$ cat src/rtl/mux_scan_feeder_pkg.sv
// Shared types and constants for the mux4x1 scan feeder and the mux benches.
// Scan start and end indices are derived from the mux width and the scan order.
package mux_scan_feeder_pkg;

    localparam int N_IN_DEF  = 4;
    localparam int SEL_W_DEF = 2;

    typedef logic [0:0] state_t;
    localparam state_t IDLE = 1'b0;
    localparam state_t SCAN = 1'b1;

    function automatic int start_idx(input int n_in, input bit msb_first);
        return msb_first ? (n_in - 1) : 0;
    endfunction

    function automatic int end_idx(input int n_in, input bit msb_first);
        return msb_first ? 0 : (n_in - 1);
    endfunction

endpackage

$ cat src/rtl/mux_scan_feeder_if.sv
// Word-in / bit-out handshake bundle, plus the loop through the external mux.
// The slave view belongs to the feeder; the master view belongs to the environment.
interface mux_scan_feeder_if #(
    parameter int N_IN  = 4,
    parameter int SEL_W = 2
);
    logic              in_valid;
    logic [N_IN-1:0]   in_data;
    logic              in_ready;
    logic [N_IN-1:0]   mux_din;
    logic [SEL_W-1:0]  mux_sel;
    logic              mux_dout;
    logic              out_valid;
    logic              out_bit;
    logic              out_last;
    logic              out_ready;
    logic              busy;

    modport slave (
        input  in_valid, in_data, mux_dout, out_ready,
        output in_ready, mux_din, mux_sel, out_valid, out_bit, out_last, busy
    );

    modport master (
        output in_valid, in_data, mux_dout, out_ready,
        input  in_ready, mux_din, mux_sel, out_valid, out_bit, out_last, busy
    );
endinterface

$ cat src/rtl/mux_scan_feeder_scan_sel_counter.sv
// Loadable up/down select counter; saturates at the end index so the select
// only ever returns to the start through an explicit load.
module scan_sel_counter
    import mux_scan_feeder_pkg::*;
#(
    parameter int N_IN      = N_IN_DEF,
    parameter int SEL_W     = SEL_W_DEF,
    parameter bit MSB_FIRST = 1'b0
) (
    input  logic             clk,
    input  logic             rst_n,
    input  logic             load_i,
    input  logic             en_i,
    output logic [SEL_W-1:0] sel_o,
    output logic             term_o
);

    localparam logic [SEL_W-1:0] START_SEL = SEL_W'(start_idx(N_IN, MSB_FIRST));
    localparam logic [SEL_W-1:0] END_SEL   = SEL_W'(end_idx(N_IN, MSB_FIRST));

    logic [SEL_W-1:0] sel_q;
    logic [SEL_W-1:0] sel_d;

    assign term_o = (sel_q == END_SEL);
    assign sel_o  = sel_q;

    always_comb begin
        sel_d = sel_q;
        if (load_i) begin
            sel_d = START_SEL;
        end else if (en_i && !term_o) begin
            sel_d = MSB_FIRST ? (sel_q - SEL_W'(1)) : (sel_q + SEL_W'(1));
        end
    end

    always_ff @(posedge clk) begin
        if (!rst_n) begin
            sel_q <= '0;
        end else begin
            sel_q <= sel_d;
        end
    end

endmodule

$ cat src/rtl/mux_scan_feeder.sv
// Serialises 4-bit words through an external mux4x1: holds the word on mux_din,
// steps mux_sel once per accepted output beat and forwards mux_dout downstream.
module mux_scan_feeder
    import mux_scan_feeder_pkg::*;
#(
    parameter int N_IN      = N_IN_DEF,
    parameter int SEL_W     = SEL_W_DEF,
    parameter bit MSB_FIRST = 1'b0
) (
    input  logic              clk,
    input  logic              rst_n,
    mux_scan_feeder_if.slave  bus
);

    state_t          state_q;
    state_t          state_d;
    logic [N_IN-1:0] din_q;
    logic [N_IN-1:0] din_d;

    logic scanning;
    logic last_beat;
    logic in_ready;
    logic accept_in;
    logic beat;
    logic sel_term;

    assign scanning  = (state_q == SCAN);
    assign last_beat = scanning & sel_term;
    // in_ready is held low through a reset cycle and is combinational from out_ready
    assign in_ready  = rst_n & ((state_q == IDLE) | (last_beat & bus.out_ready));
    assign accept_in = bus.in_valid & in_ready;
    assign beat      = scanning & bus.out_ready;

    scan_sel_counter #(
        .N_IN      (N_IN),
        .SEL_W     (SEL_W),
        .MSB_FIRST (MSB_FIRST)
    ) u_sel (
        .clk    (clk),
        .rst_n  (rst_n),
        .load_i (accept_in),
        .en_i   (beat),
        .sel_o  (bus.mux_sel),
        .term_o (sel_term)
    );

    always_comb begin
        state_d = state_q;
        din_d   = din_q;
        if (accept_in) begin
            din_d = bus.in_data;
        end
        case (state_q)
            IDLE: if (accept_in) state_d = SCAN;
            SCAN: if (beat && last_beat && !accept_in) state_d = IDLE;
            default: state_d = IDLE;
        endcase
    end

    always_ff @(posedge clk) begin
        if (!rst_n) begin
            state_q <= IDLE;
            din_q   <= '0;
        end else begin
            state_q <= state_d;
            din_q   <= din_d;
        end
    end

    assign bus.in_ready  = in_ready;
    assign bus.mux_din   = din_q;
    assign bus.out_valid = scanning;
    assign bus.out_bit   = bus.mux_dout;
    assign bus.out_last  = last_beat;
    assign bus.busy      = scanning;

endmodule

$ cat src/flat_wrapper.sv
// flat-port wrapper written by rule: the top's interface ports become plain ports
module mux_scan_feeder_flat import mux_scan_feeder_pkg::*;
#(
    parameter int N_IN      = N_IN_DEF,
    parameter int SEL_W     = SEL_W_DEF,
    parameter bit MSB_FIRST = 1'b0
)
  (clk, rst_n, bus_in_valid, bus_in_data, bus_mux_dout, bus_out_ready, bus_in_ready, bus_mux_din, bus_mux_sel, bus_out_valid, bus_out_bit, bus_out_last, bus_busy);
  mux_scan_feeder_if #(.N_IN(N_IN), .SEL_W(SEL_W)) bus_i ();
  input  logic clk;
  input  logic rst_n;
  input wire logic [$bits(bus_i.in_valid)-1:0] bus_in_valid;
  input wire logic [$bits(bus_i.in_data)-1:0] bus_in_data;
  input wire logic [$bits(bus_i.mux_dout)-1:0] bus_mux_dout;
  input wire logic [$bits(bus_i.out_ready)-1:0] bus_out_ready;
  output wire logic [$bits(bus_i.in_ready)-1:0] bus_in_ready;
  output wire logic [$bits(bus_i.mux_din)-1:0] bus_mux_din;
  output wire logic [$bits(bus_i.mux_sel)-1:0] bus_mux_sel;
  output wire logic [$bits(bus_i.out_valid)-1:0] bus_out_valid;
  output wire logic [$bits(bus_i.out_bit)-1:0] bus_out_bit;
  output wire logic [$bits(bus_i.out_last)-1:0] bus_out_last;
  output wire logic [$bits(bus_i.busy)-1:0] bus_busy;
  assign bus_i.in_valid = bus_in_valid;
  assign bus_i.in_data = bus_in_data;
  assign bus_i.mux_dout = bus_mux_dout;
  assign bus_i.out_ready = bus_out_ready;
  assign bus_in_ready = bus_i.in_ready;
  assign bus_mux_din = bus_i.mux_din;
  assign bus_mux_sel = bus_i.mux_sel;
  assign bus_out_valid = bus_i.out_valid;
  assign bus_out_bit = bus_i.out_bit;
  assign bus_out_last = bus_i.out_last;
  assign bus_busy = bus_i.busy;
  mux_scan_feeder #(.N_IN(N_IN), .SEL_W(SEL_W), .MSB_FIRST(MSB_FIRST)) u_core (.clk(clk), .rst_n(rst_n), .bus(bus_i));
endmodule
$ cat config.mk
export PLATFORM = sky130hd
export DESIGN_NAME = mux_scan_feeder_flat
export DESIGN_NICKNAME = d
export VERILOG_FILES = /design/src/rtl/mux_scan_feeder_pkg.sv /design/src/rtl/mux_scan_feeder_if.sv /design/src/rtl/mux_scan_feeder_scan_sel_counter.sv /design/src/rtl/mux_scan_feeder.sv /design/src/flat_wrapper.sv
export SDC_FILE = /design/constraint.sdc
export NUM_CORES = 1
export LEC_CHECK = 0
export ABC_AREA = 1
export CAP_MARGIN = 20
export CORE_AREA = 2 2 39 41
export DETAILED_ROUTE_END_ITERATION = 8
export DIE_AREA = 0 0 41 43
export HOLD_SLACK_MARGIN = 0.1
export SLEW_MARGIN = 0
export SYNTH_ARGS = -nofsm -noshare
export SYNTH_HDL_FRONTEND = slang
export SYNTH_SLANG_ARGS = --single-unit
$ cat constraint.sdc
create_clock -name clk -period 2.4 [get_ports clk]
set_input_delay 0.36 -clock clk [delete_from_list [all_inputs] [get_ports clk]]
set_output_delay 0.36 -clock clk [all_outputs]
set_load 0.02 [all_outputs]
==> impl_metrics.py, run 1 <==
metrics = {
    "min_path": {
        "hp-class": "flop to flop",
    },
    "critical_path": {
        "crit_path_top_delay_cell": "clkdlybuf4s50_1",
        "critPathMaxStageDelay_ns": 0.63,
        "crit_fanout": 5,
        "cp_top_family": "buffers and inverters",
        "crit_chain": "clkdlybuf4s50_1 -> nand2_1 -> a21oi_4 -> clkdlybuf4s50_1",
        "cp.arrival_ns": 1.84,
        "endpoint_kind": "primary output",
        "setup.worst_path.start_class": "input pin",
        "path_buf_inv": 2,
        "required_ns": 2.04,
        "cp_common_cell": "clkdlybuf4s50_1",
        "crit_type": "input pin to primary output",
    },
    "final_layout": {
        "final_cell_mix": "clkdlybuf4s50_1, nand2_1, nand3_1, dfxtp_1, inv_1",
        "regArea_um2": 140,
        "drive_gt1_frac": 0.108,
        "final_common_cell": "clkdlybuf4s50_1",
        "area_growth_pct": 62.1,
        "filler_cell_count": 161,
        "design_area_um2": 546,
        "fin_util": 0.394,
        "n_antenna_cell": 0,
        "layout.nets": 76,
        "multi_input_area_um2": 159,
    },
    "timing": {
        "worst_pin_slew_ns": 0.302,
        "relSlewSlack": 0.799,
        "hold_viol_final": 0,
        "whs_ns": 0.463,
        "timing.final.crit_share": 0.915,
        "max_freq_mhz": 456,
        "tns_ns": 0,
        "setup_violations": 0,
        "layout_min_cycle_time_ns": 2.20,
        "rsz0062_at_grt": "false",
        "skew_ns": 0.000551,
        "slew_viol_final": 0,
    },
    "clock_tree": {
        "clockRootBuffer": "clkbuf_4",
        "cts_setup_buffers": 0,
        "clockBufferDepth": 2,
        "clkTransAtPathRegs_ns": 0.05,
        "cts-buffers-inserted": 3,
        "cts_tree": "done",
        "clock-sinks": 7,
        "htree_levels": 1,
        "holdBufCountCts": 0,
        "cts_resized": 0,
        "clk_latency_ns": 0.25,
    },
    "drt": {
        "routed_wl_um": 734,
        "vias": 346,
        "post_drt_wl_per_cell_um": 9.06,
        "postRouteAntennaNets": 0,
        "first_iter_violations": 2,
        "dr.pass1.iters": 4,
        "drc": 0,
        "drt-vias-per-instance": 4.27,
    },
    "pwr": {
        "ir_drop_uv": 244,
        "power_density_nw_per_um2": 547,
        "p_leak_uw": 0.000251,
    },
    "global_route": {
        "grt_usage": 0.100,
        "grt_pass1_wl_mm": 1.13,
        "grt_pass1_vias": 300,
        "grt_antenna_before_repair": 0,
        "grt_max_degree": 9,
        "overflow": 0,
    },
    "floorplanning": {
        "die_w_um": 41,
        "coreArea_um2": 1380,
        "boundaryPins": 20,
        "initial_core_util": 0.243,
        "rows": 14,
        "dieArea_um2": 1760,
        "die_h_um": 43,
    },
    "placement": {
        "place_congestion": 0.733,
        "dpl_cell_area_um2": 519,
        "port_buffers": 17,
        "dpl.hpwl_um": 571,
    },
    "status": {
        "status": "finished, final reports clean",
    },
    "synth": {
        "ys_ff_latch": 7,
        "ys_types": 12,
        "yosysSeqAreaShare": 0.416,
        "syn_avg_cell_area_um2": 7.48,
        "synth_warnings": 0,
        "synthesis.nets": 55,
        "netlist_area_um2": 337,
        "synth_cells": 45,
    },
    "job": {
        "drv_cap": 0,
    },
}
-- sequential cells by signal (all words and copies together) (netlist names) --
name                cells
u_core.bus.mux_din      4
u_core.bus.busy         1
u_core.u_sel.sel_o      2
-- worst register-to-register path, delay by kind of cell, from the launching register on --
family	cells	cell delay, ns
simple gates	5	0.53
fa+ha+maj	1	0.20
flops	1	0.37
-- metal layers --
metal / track usage / share of wire / wire length, um
met5: 0 / 0 / 0
met3: 0.0314 / 0.078 / 57
met1: 0.109 / 0.47 / 348
met2: 0.141 / 0.43 / 313
met4: 0.100 / 0.019 / 14
-- per-stage QoR --
stage	instances	setup WS [ns]	total power [uW]
after floorplan	45	1.02	163
after global placement	77	0.242	196
after detailed placement	77	0.204	196
after CTS	81	0.198	303
after global routing	81	0.148	322
final	81	0.205	299
-- power by group --
group          leakage [uW]  switching, uW  internal [uW]  total [uW]
clock             0.0000150           42.1           63.4         105
sequential        0.0000576           6.16            123         130
combinational      0.000179           30.2           33.3        63.6
total              0.000251           78.4            220         299
-- synth_stat cells --
| library cell | n | area share |
|---|---|---|
| dfxtp_1 | 7 | 0.42 |
| nor2_1 | 1 | 0.011 |
| inv_1 | 5 | 0.056 |
| nand3_1 | 9 | 0.13 |
| buf_4 | 2 | 0.045 |
| nand3_2 | 1 | 0.030 |
| nand4_1 | 2 | 0.037 |
| nand2_1 | 13 | 0.14 |
| ha_1 | 1 | 0.037 |
| inv_2 | 1 | 0.011 |
| a21oi_4 | 1 | 0.048 |
| a21oi_1 | 2 | 0.030 |
-- kinds of logic (layout without fill, tap and decap cells) --
family,count (synthesis),in the layout,synth area share
compound gates,3,3,0.0781
fa+ha+maj,1,1,0.0372
buf+inv,8,28,0.112
flops,7,7,0.416
simple gates,26,26,0.357
-- final cells by class --
class	instances	area share
clock buffers	4	0.0482
inverters	6	0.0413
multi-input cells	30	0.291
flip-flops and latches	7	0.257
well taps	16	0.0367
repair buffers	18	0.326
-- final timing paths --
check	endpoint	slack, ns	start	depth (start not counted)
hold reg to reg	u_core.bus.mux_din[0]$_SDFFE_PN0P_	0.46	u_core.bus.mux_din[0]$_SDFFE_PN0P_	2
setup reg to reg	u_core.bus.mux_din[1]$_SDFFE_PN0P_	1.19	u_core.u_sel.sel_o[0]$_SDFFE_PP0P_	6
hold / removal	u_core.bus.mux_din[0]$_SDFFE_PN0P_	0.46	u_core.bus.mux_din[0]$_SDFFE_PN0P_	2
setup / recovery	bus_in_ready	0.20	bus_out_ready	4
Power figures use the tool's default switching activity.
==> run 2: changes to the inputs <==
--- a/config.mk
+++ b/config.mk
@@ -5,7 +5,7 @@
 export SDC_FILE = /design/constraint.sdc
 export NUM_CORES = 1
 export LEC_CHECK = 0
-export ABC_AREA = 1
+export ABC_AREA = 0
 export CAP_MARGIN = 20
 export CORE_AREA = 2 2 39 41
 export DETAILED_ROUTE_END_ITERATION = 8
==> run 2 against run 1 <==
Sequential share of layout area increased by 0.18 points. Global-route usage decreased by 1.3 points. Flip-flop and latch count unchanged. Core utilization decreased by 0.27 points. First-iteration DRC count increased by 50%. Clock skew increased by 0.0021 ns. Non-clock buffer count unchanged. Final area decreased by 0.69%. Power increased by 0.23%. Register-to-register slack improved by 0.07 ns. Synthesized cell count decreased by 24%. Wire length decreased by 22%. Largest cell class unchanged.
==> impl_metrics.py, run 2 <==
metrics = {
    "drt": {
        "drc": 0,
        "postRouteAntennaNets": 0,
        "dr.pass1.iters": 2,
        "routed_wl_um": 570,
        "first_iter_violations": 3,
        "post_drt_wl_per_cell_um": 8.14,
        "drt-vias-per-instance": 4.07,
        "vias": 285,
    },
    "min_path": {
        "min_from": "u_core.bus.mux_din[3]$_SDFFE_PN0P_",
        "min_to": "u_core.bus.mux_din[3]$_SDFFE_PN0P_",
        "hold_depth": 2,
        "hp-class": "flop to flop",
    },
    "critical_path": {
        "critPathMaxStageDelay_ns": 0.60,
        "cp_common_cell": "clkdlybuf4s50_1",
        "path_buf_inv": 2,
        "endpoint_kind": "primary output",
        "crit_chain": "clkdlybuf4s50_1 -> a21boi_4 -> nor2b_1 -> clkdlybuf4s50_1",
        "crit_type": "input pin to primary output",
        "crit_fanout": 4,
        "setup.worst_path.start_class": "input pin",
        "worstReg2RegEnd": "u_core.u_sel.sel_o[1]$_SDFFE_PP0P_",
        "r2r_slack_ns": 1.26,
        "r2r_cells": 4,
        "cp_top_family": "buffers and inverters",
        "cp.arrival_ns": 1.68,
        "required_ns": 2.04,
        "crit_path_top_delay_cell": "clkdlybuf4s50_1",
        "r2r-start": "u_core.u_sel.sel_o[0]$_SDFFE_PP0P_",
    },
    "synth": {
        "synth_area_leaders": "dfxtp_1, mux2i_1, a21boi_4, buf_4, inv_1",
        "synth-edff-count": 0,
        "yosys-top-cells-count": "dfxtp_1, mux2i_1, inv_1, nand2_1",
        "synth_cells": 34,
        "ys_ff_latch": 7,
        "synth_flop_cell": "dfxtp_1",
        "async_flop_share": 0,
        "syn_avg_cell_area_um2": 9.79,
        "yosysSeqAreaShare": 0.421,
        "yosysTopAreaCellShare": 0.421,
        "ys_types": 16,
        "synthesis.nets": 44,
        "yosysTopAreaCell": "dfxtp_1",
        "netlist_area_um2": 333,
        "synth.most_common_cell": "dfxtp_1",
        "synth_warnings": 0,
    },
    "timing": {
        "timing.final.crit_share": 0.851,
        "max_freq_mhz": 490,
        "skew_ns": 0.00262,
        "worst_pin_slew_ns": 0.247,
        "relSlewSlack": 0.833,
        "whs_ns": 0.456,
        "slew_viol_final": 0,
        "rsz0062_at_grt": "false",
        "hold_viol_final": 0,
        "layout_min_cycle_time_ns": 2.04,
        "tns_ns": 0,
        "setup_violations": 0,
    },
    "placement": {
        "dp_cells": 66,
        "dpl.hpwl_um": 462,
        "port_buffers": 17,
        "place_congestion": 0.573,
    },
    "floorplanning": {
        "boundaryPins": 20,
        "rows": 14,
        "die_w_um": 41,
        "coreArea_um2": 1380,
        "initial_core_util": 0.241,
        "die_h_um": 43,
        "dieArea_um2": 1760,
    },
    "global_route": {
        "overflow": 0,
        "grt_pass1_wl_um": 986,
        "grt_max_degree": 8,
        "grt_antenna_before_repair": 0,
        "grt_usage": 0.0877,
        "grt_pass1_vias": 253,
    },
    "clock_tree": {
        "clk_latency_ns": 0.25,
        "clockRootBuffer": "clkbuf_4",
        "holdBufCountCts": 0,
        "htree_levels": 1,
        "clkTransAtPathRegs_ns": 0.05,
        "clockBufferDepth": 2,
        "cts_tree": "done",
        "cts-buffers-inserted": 3,
        "cts_setup_buffers": 0,
        "cts_resized": 0,
        "clock-sinks": 7,
    },
    "pwr": {
        "ir_drop_uv": 253,
        "finalPower_uw": 299,
        "power_density_nw_per_um2": 553,
        "p_leak_uw": 0.000229,
    },
    "final_layout": {
        "fin_util": 0.392,
        "n_antenna_cell": 0,
        "drive_gt1_frac": 0.130,
        "largest_reg_flops": 4,
        "finalNonFillerCells": 70,
        "final_common_cell": "clkdlybuf4s50_1",
        "final_cell_mix": "clkdlybuf4s50_1, dfxtp_1, mux2i_1, nand2_1, inv_1",
        "area_growth_pct": 62.8,
        "layout.nets": 65,
    },
    "status": {
        "status": "finished, final reports clean",
    },
    "job": {
        "drv_cap": 0,
    },
}
==> run 2: cell count changes after synthesis, sizes merged, moves of 2 or more <==
| cell | before | now |
|---|---|---|
| nand3 | 10 | 0 |
| nand2 | 13 | 5 |
| mux2i | 0 | 5 |
| a21oi | 3 | 0 |
| inv | 6 | 4 |
| nand4 | 2 | 0 |
| nor2 | 1 | 3 |
==> run 2: area by class of cell <==
cell class                      count  area, um^2
Timing Repair Buffer               18         178
Tap cell                           16        20.0
Fill cell                         151         842
Clock buffer                        4        26.3
Sequential cell                     7         140
Multi-Input combinational cell     21         163
Inverter                            4        15.0
==> run 2: worst max path at each step <==
| stage | to | cells past startpoint | slack [ns] | startpoint |
|---|---|---|---|---|
| final | bus_in_ready | 4 | 0.36 | bus_out_ready |
| after global routing | bus_in_ready | 4 | 0.28 | u_core.u_sel.sel_o[0]$_SDFFE_PP0P_ |
| after CTS | bus_in_ready | 4 | 0.35 | bus_out_ready |
| after detailed placement | bus_in_ready | 4 | 0.35 | bus_out_ready |
| after global placement | bus_in_ready | 4 | 0.35 | bus_out_ready |
| after floorplan | bus_in_ready | 3 | 0.92 | u_core.u_sel.sel_o[0]$_SDFFE_PP0P_ |
==> run 2: where the power goes <==
part | internal (uW) | switching (uW) | leakage (uW)
combinational | 36.7 | 29.0 | 0.000157
sequential | 124 | 4.67 | 0.0000576
clock | 63.3 | 41.8 | 0.0000150
total | 224 | 75.5 | 0.000229
==> run 2: worst register-to-register path: cells and delay by family (launching register included) <==
family,cells,cell delay (ns)
adder cells (fa/ha/maj),1,0.24
flip-flops,1,0.36
multiplexers,1,0.19
AND/OR/NAND/NOR,2,0.23
==> run 2: stage by stage <==
stage / worst slack, ns / cell area (um^2)
after global placement: 0.353 / 515
after detailed placement: 0.354 / 515
after floorplan: 0.918 / 333
after global routing: 0.276 / 542
after CTS: 0.349 / 542
final: 0.358 / 542
==> run 2: layer usage <==
layer / up-vias / share of wire / wire length (um) / track usage
met1: 120 / 0.46 / 260 / 0.107
met4: 0 / 0.044 / 25 / 0.0800
met5: - / 0 / 0 / 0
li1: 149 / - / - / -
met3: 4 / 0.072 / 41 / 0.0366
met2: 12 / 0.43 / 243 / 0.109
==> run 2: cells by family (layout without fill, tap and decap cells) <==
family                   Yosys count  count (layout)  synth area share
adder cells (fa/ha/maj)            1               1            0.0376
AND/OR/NAND/NOR                   11              11             0.180
AO/OA/AOI/OAI                      3               3            0.0940
flip-flops                         7               7             0.421
multiplexers                       5               5             0.150
XOR/XNOR                           1               1            0.0263
buffers and inverters              6              26            0.0902
==> run 3: changes to the inputs <==
--- a/config.mk
+++ b/config.mk
@@ -5,7 +5,6 @@
 export SDC_FILE = /design/constraint.sdc
 export NUM_CORES = 1
 export LEC_CHECK = 0
-export ABC_AREA = 0
 export CAP_MARGIN = 20
 export CORE_AREA = 2 2 39 41
 export DETAILED_ROUTE_END_ITERATION = 8
==> results of run 3 <==
Same layout as run 2: the final DEF is identical, and so are final timing and power.
